==> src/rtl/ram_pkg.sv <==
`default_nettype none
// ============================================================================
// Module   : ram_pkg
// Brief    : Shared state encoding and opcode constants for ram_ctrl.
// Revision : 1.0 - initial release
// ============================================================================
package ram_pkg;

  typedef enum logic [1:0] {
    CLEAR = 2'd0,
    IDLE  = 2'd1,
    RDOUT = 2'd2
  } state_t;

  localparam logic OP_READ  = 1'b0;
  localparam logic OP_WRITE = 1'b1;

endpackage
`default_nettype wire

==> src/rtl/ram_array.sv <==
`default_nettype none
// ============================================================================
// Module   : ram_array
// Brief    : WIDTH x DEPTH storage, one synchronous write port, registered
//            read port with enable. Contents are not reset.
// Revision : 1.0 - initial release
// ============================================================================
module ram_array
  import ram_pkg::*;
#(
  parameter  int WIDTH = 8,
  parameter  int DEPTH = 8,
  localparam int AW    = $clog2(DEPTH)
) (
  input  logic             clk,
  input  logic             we,
  input  logic [AW-1:0]    waddr,
  input  logic [WIDTH-1:0] wdata,
  input  logic             re,
  input  logic [AW-1:0]    raddr,
  output logic [WIDTH-1:0] rdata
);

  logic [WIDTH-1:0] r_mem [DEPTH];
  logic [WIDTH-1:0] r_rdata;

  // Read register only loads on enable so it holds the last read word.
  always_ff @(posedge clk) begin
    if (we) begin
      r_mem[waddr] <= wdata;
    end
    if (re) begin
      r_rdata <= r_mem[raddr];
    end
  end

  assign rdata = r_rdata;

endmodule
`default_nettype wire

==> src/rtl/ram_ctrl.sv <==
`default_nettype none
// ============================================================================
// Module   : ram_ctrl
// Brief    : Single-port RAM controller with clear sweep, range check and
//            1-cycle read latency. Optional write acknowledge when the macro
//            RAM_CTRL_WRACK_EN is defined.
// Revision : 1.0 - initial release
// ============================================================================
module ram_ctrl
  import ram_pkg::*;
#(
  parameter  int WIDTH = 8,
  parameter  int DEPTH = 8,
  localparam int AW    = $clog2(DEPTH)
) (
  input  logic             clk,
  input  logic             rst,
  input  logic [WIDTH-1:0] inp,
  input  logic [AW-1:0]    addr,
  input  logic             op,
  input  logic             sel,
  input  logic             clr,
  output logic [WIDTH-1:0] outp,
  output logic             valid,
  output logic             ready,
  output logic             err
);

  localparam logic [AW:0]   c_depth = (AW+1)'(DEPTH);
  localparam logic [AW-1:0] c_last  = AW'(DEPTH - 1);

  state_t           r_state;
  logic [AW-1:0]    r_cnt;
  logic             r_ready;
  logic             r_valid;
  logic             r_err;
  logic             r_from_arr;
  logic [WIDTH-1:0] r_hold;

  logic             w_accept;
  logic             w_in_range;
  logic             w_wr;
  logic             w_rd;
  logic             w_we;
  logic [AW-1:0]    w_waddr;
  logic [WIDTH-1:0] w_wdata;
  logic [WIDTH-1:0] w_rdata;

  assign w_accept   = sel && r_ready && !clr;
  assign w_in_range = ({1'b0, addr} < c_depth);
  assign w_wr       = w_accept && (op == OP_WRITE) && w_in_range;
  assign w_rd       = w_accept && (op == OP_READ) && w_in_range;

  // The sweep owns the write port whenever the FSM sits in CLEAR.
  assign w_we    = (r_state == CLEAR) || w_wr;
  assign w_waddr = (r_state == CLEAR) ? r_cnt : addr;
  assign w_wdata = (r_state == CLEAR) ? '0 : inp;

  ram_array #(
    .WIDTH (WIDTH),
    .DEPTH (DEPTH)
  ) u_array (
    .clk   (clk),
    .we    (w_we),
    .waddr (w_waddr),
    .wdata (w_wdata),
    .re    (w_rd),
    .raddr (addr),
    .rdata (w_rdata)
  );

  always_ff @(posedge clk or posedge rst) begin
    if (rst) begin
      r_state    <= CLEAR;
      r_cnt      <= '0;
      r_ready    <= 1'b0;
      r_valid    <= 1'b0;
      r_err      <= 1'b0;
      r_from_arr <= 1'b0;
      r_hold     <= '0;
    end else begin
      r_valid <= 1'b0;
      r_err   <= 1'b0;
      case (r_state)
        CLEAR: begin
          if (clr) begin
            r_cnt <= '0;
          end else if (r_cnt == c_last) begin
            r_cnt   <= '0;
            r_state <= IDLE;
            r_ready <= 1'b1;
          end else begin
            r_cnt <= r_cnt + 1'b1;
          end
        end
        IDLE, RDOUT: begin
          if (clr) begin
            r_state <= CLEAR;
            r_ready <= 1'b0;
            r_cnt   <= '0;
          end else if (sel) begin
            r_err <= !w_in_range;
            if (op == OP_READ) begin
              r_state <= RDOUT;
              r_valid <= 1'b1;
              if (w_in_range) begin
                r_from_arr <= 1'b1;
              end else begin
                r_from_arr <= 1'b0;
                r_hold     <= '0;
              end
            end else begin
              r_state <= IDLE;
`ifdef RAM_CTRL_WRACK_EN
              if (w_in_range) begin
                r_valid    <= 1'b1;
                r_from_arr <= 1'b0;
                r_hold     <= inp;
              end
`endif
            end
          end else begin
            r_state <= IDLE;
          end
        end
        default: begin
          r_state <= CLEAR;
          r_ready <= 1'b0;
          r_cnt   <= '0;
        end
      endcase
    end
  end

  // Read data comes straight from the array register; other sources are held locally.
  assign outp  = r_from_arr ? w_rdata : r_hold;
  assign valid = r_valid;
  assign ready = r_ready;
  assign err   = r_err;

endmodule
`default_nettype wire

==> config.mk <==
export PLATFORM = sky130hd
export DESIGN_NAME = ram_ctrl
export DESIGN_NICKNAME = d
export VERILOG_FILES = /design/src/rtl/ram_pkg.sv /design/src/rtl/ram_array.sv /design/src/rtl/ram_ctrl.sv
export SDC_FILE = /design/constraint.sdc
export NUM_CORES = 1
export LEC_CHECK = 0
export CORE_MARGIN = 3
export CORE_UTILIZATION = 40
export CTS_CLUSTER_DIAMETER = 120
export CTS_CLUSTER_SIZE = 8
export DETAILED_ROUTE_END_ITERATION = 8
export PLACE_DENSITY = 0.69
export SYNTH_ARGS = -nofsm -noshare
export SYNTH_HDL_FRONTEND = slang
export SYNTH_HIERARCHICAL = 1
export SYNTH_SLANG_ARGS = --single-unit
==> constraint.sdc <==
create_clock -name clk -period 5.5 [get_ports clk]
set_input_delay 1.1 -clock clk [delete_from_list [all_inputs] [get_ports clk]]
set_output_delay 1.1 -clock clk [all_outputs]
set_load 0.05 [all_outputs]
==> impl_metrics.ini <==
[layout]
multi_input_comb_area_um2 = 934.6
layout.area.seq_um2 = 2362
synthToLayoutAreaGrowth_pct = 14.18
nNetsFinal = 227
drive_above_1_share_pct = 13.21
fill_cells = 665
final_cell_area_um2 = 3879
antenna_cells = 0
final_util_pct = 48.68

[clocking]
clock_latency_ps = 350
cts_resized = 0
htree_levels = 3
postCtsHoldBufs = 0
cts_tree = yes
cts_num_sinks = 80
clkTransAtPathRegs_ps = 80
clockBufferDepth = 2
numCtsBuffers = 9
cts_setup_buffers = 0
cts_root_buf = clkbuf_8

[power]
p_int_mw = 1.272
p_leak_nw = 1.374
swShare_pct = 31.21
pwr-share-clk_pct = 21.6
seqPwrFrac_pct = 50.8
peakVddDrop_v = 0.0002391
p_switching_mw = 0.5769
p_comb_share_pct = 27.6
power.density_nw_per_um2 = 476.6

[global_route]
grt_max_degree = 21
grt_overflow = 0
grt_pass1_vias = 1661
grt_pass1_wl_um = 9363
grt_usage_pct = 13.33
antenna_found_initial = 0

[timing]
min_period_ps = 3561
maxClockFrequency_ghz = 0.2808
final_hold_viol_count = 0
skew_ps = 11.21
slew_headroom_pct = 17.81
slew_violations = 0
fin_tns_setup_ps = 0
setup_violations = 0
rsz0062_at_grt = no
tightest_slew_ps = 1230
fin_crit_sh_pct = 64.75

[floorplan]
die_w_um = 98.16
num_rows = 32
chipHeight_um = 98.16
initial_core_util_pct = 42.64
core_area_um2 = 7968
dieArea_um2 = 9634
ios = 27

[synth]
synth_cells = 181
syn-num-nets = 201
yosys_warnings = 6
synthTopCellsByArea = edfxtp_1 (64%), mux4_1 (12%), dfrtp_1 (5.9%)
synth_top_area_cell = edfxtp_1
synth_area_um2 = 3397
netlist.area_leader.share_pct = 63.65
avgSynthCellArea_um2 = 18.77
synth-seq-area-share_pct = 69.54
ys_ff_latch = 80
yosysUniqueCellTypes = 32

[routing]
ant_nets = 0
first_iter_violations = 100
wirelength_um = 6045
dr.pass1.iters = 4
via_per_inst = 5.159
remaining_drc_errors = 0
wire_per_inst_um = 19.25
num_vias = 1620

[setup_path]
startpoint = addr[0]
worstSetupEndpointType = flip-flop
required_ps = 5460
r2r-end = u_array/r_mem[0][4]
worstRegToRegCells = 5
path_class = input port to flip-flop
worstSetupEndpoint = u_array/r_mem[0][4]
ff2ff_setup_slack_ps = 2420
critPathLaunchType = input port
r2r-start = r_state[0]
crit_fanout = 17
cp_data_arrival_time_ps = 3520

[worst_hold_path]
min_from = r_state[0]
min_path_type = flip-flop to flip-flop

[placed_design]
dp.final_hpwl_um = 4098
post_dp_cell_area_um2 = 3701
gp_congestion = 0.7622
portBuffers = 25

[status]
outcome = complete, no violations

[job]
cap_violations = 0
==> metal layers <==
metal	up-vias	part of all wire (%)	track usage, %
met2	34	51	21.78
met4	0	2.4	7.773
met1	813	43	16.53
met3	10	3.5	2.643
met5	-	0	0
li1	763	-	-
==> kinds of logic after synthesis <==
logic type / Yosys count / share of synthesized area [%]
mux: 27 / 15.91
flops: 80 / 69.54
compound gates: 9 / 1.989
simple gates: 43 / 7.845
fa+ha+maj: 4 / 1.473
other cells: 1 / 0.1104
buf+inv: 17 / 3.130
==> final cells by class <==
| class | count | share of cell area (%) |
|---|---|---|
| Sequential cell | 80 | 60.90 |
| Multi-Input combinational cell | 84 | 24.10 |
| Timing Repair Buffer | 25 | 6.452 |
| Clock buffer | 10 | 3.290 |
| Tap cell | 102 | 3.290 |
| Clock inverter | 6 | 1.290 |
| Inverter | 7 | 0.6774 |
==> flip-flops by register name, summed over array words and instances, names as in the netlist <==
signal,cells
u_array/rdata,8
u_array/r_mem,64
valid,1
r_cnt,3
r_state,2
r_from_arr,1
ready,1
==> critical path, cell delays in order <==
cell and delay [ps]:
clkdlybuf4s50_1 890, mux2_2 570, nor3_1 950
==> stage by stage <==
| stage | setup slack (ps) | total power [mW] | std cells | hold WS (ps) |
|---|---|---|---|---|
| 6_report | 1939 | 1.849 | 314 | 548.6 |
| 4_1_cts | 1860 | 1.871 | 314 | 555.8 |
| 3_3_place_gp | 1682 | 1.446 | 298 | 530.3 |
| 5_1_grt | 1805 | 1.947 | 314 | 584.4 |
| 2_1_floorplan | 2886 | 1.299 | 181 | 504.3 |
| 3_5_place_dp | 1525 | 1.474 | 298 | 538.1 |
==> power groups by stage <==
stage | combinational (mW) | sequential, mW | clock, mW
final | 0.510 | 0.940 | 0.399
after global routing | 0.556 | 0.952 | 0.440
after CTS | 0.522 | 0.942 | 0.408
after detailed placement | 0.520 | 0.955 | 0
after global placement | 0.499 | 0.947 | 0
after floorplan | 0.364 | 0.935 | 0
==> worst min-delay path by stage <==
stage / depth (start not counted) / endpoint / slack, ps
finish: 2 / r_state[0] / 550
global route: 1 / r_state[1] / 580
CTS: 2 / r_state[0] / 560
detailed placement: 2 / r_state[0] / 540
global placement: 2 / r_cnt[1] / 530
floorplan: 2 / r_cnt[1] / 500
==> cell usage after synthesis <==
master,number
edfxtp_1,72
mux4_1,15
mux2_2,11
nor2_1,9
and2_1,8
dfrtp_1,8
nor2b_1,8
inv_1,7
a21oi_1,4
ha_1,4
nand2_1,4
buf_2,3
nand2b_1,3
buf_4,2
buf_6,2
nand3_1,2
nor3_1,2
nor4b_1,2
o311ai_1,2
a32o_2,1
a41o_1,1
buf_1,1
buf_12,1
clkbuf_1,1
conb_1,1
mux4_2,1
nand2b_4,1
nand3b_1,1
nor4b_4,1
nor4bb_1,1
o2111ai_1,1
or2_2,1
==> cell usage in the layout, fill, tap and decap left out, drive strengths merged, types with 2 or more instances in the layout <==
cell type / count
edfxtp: 72
clkdlybuf4s50: 25
mux4: 16
mux2: 11
clkbuf: 10
nor2: 9
and2: 8
nor2b: 8
dfrtp: 8
inv: 7
clkinv: 5
a21oi: 4
nand2: 4
ha: 4
nand2b: 4
nor4b: 3
nand3: 2
o311ai: 2
nor3: 2
Power figures use the tool's default switching activity.
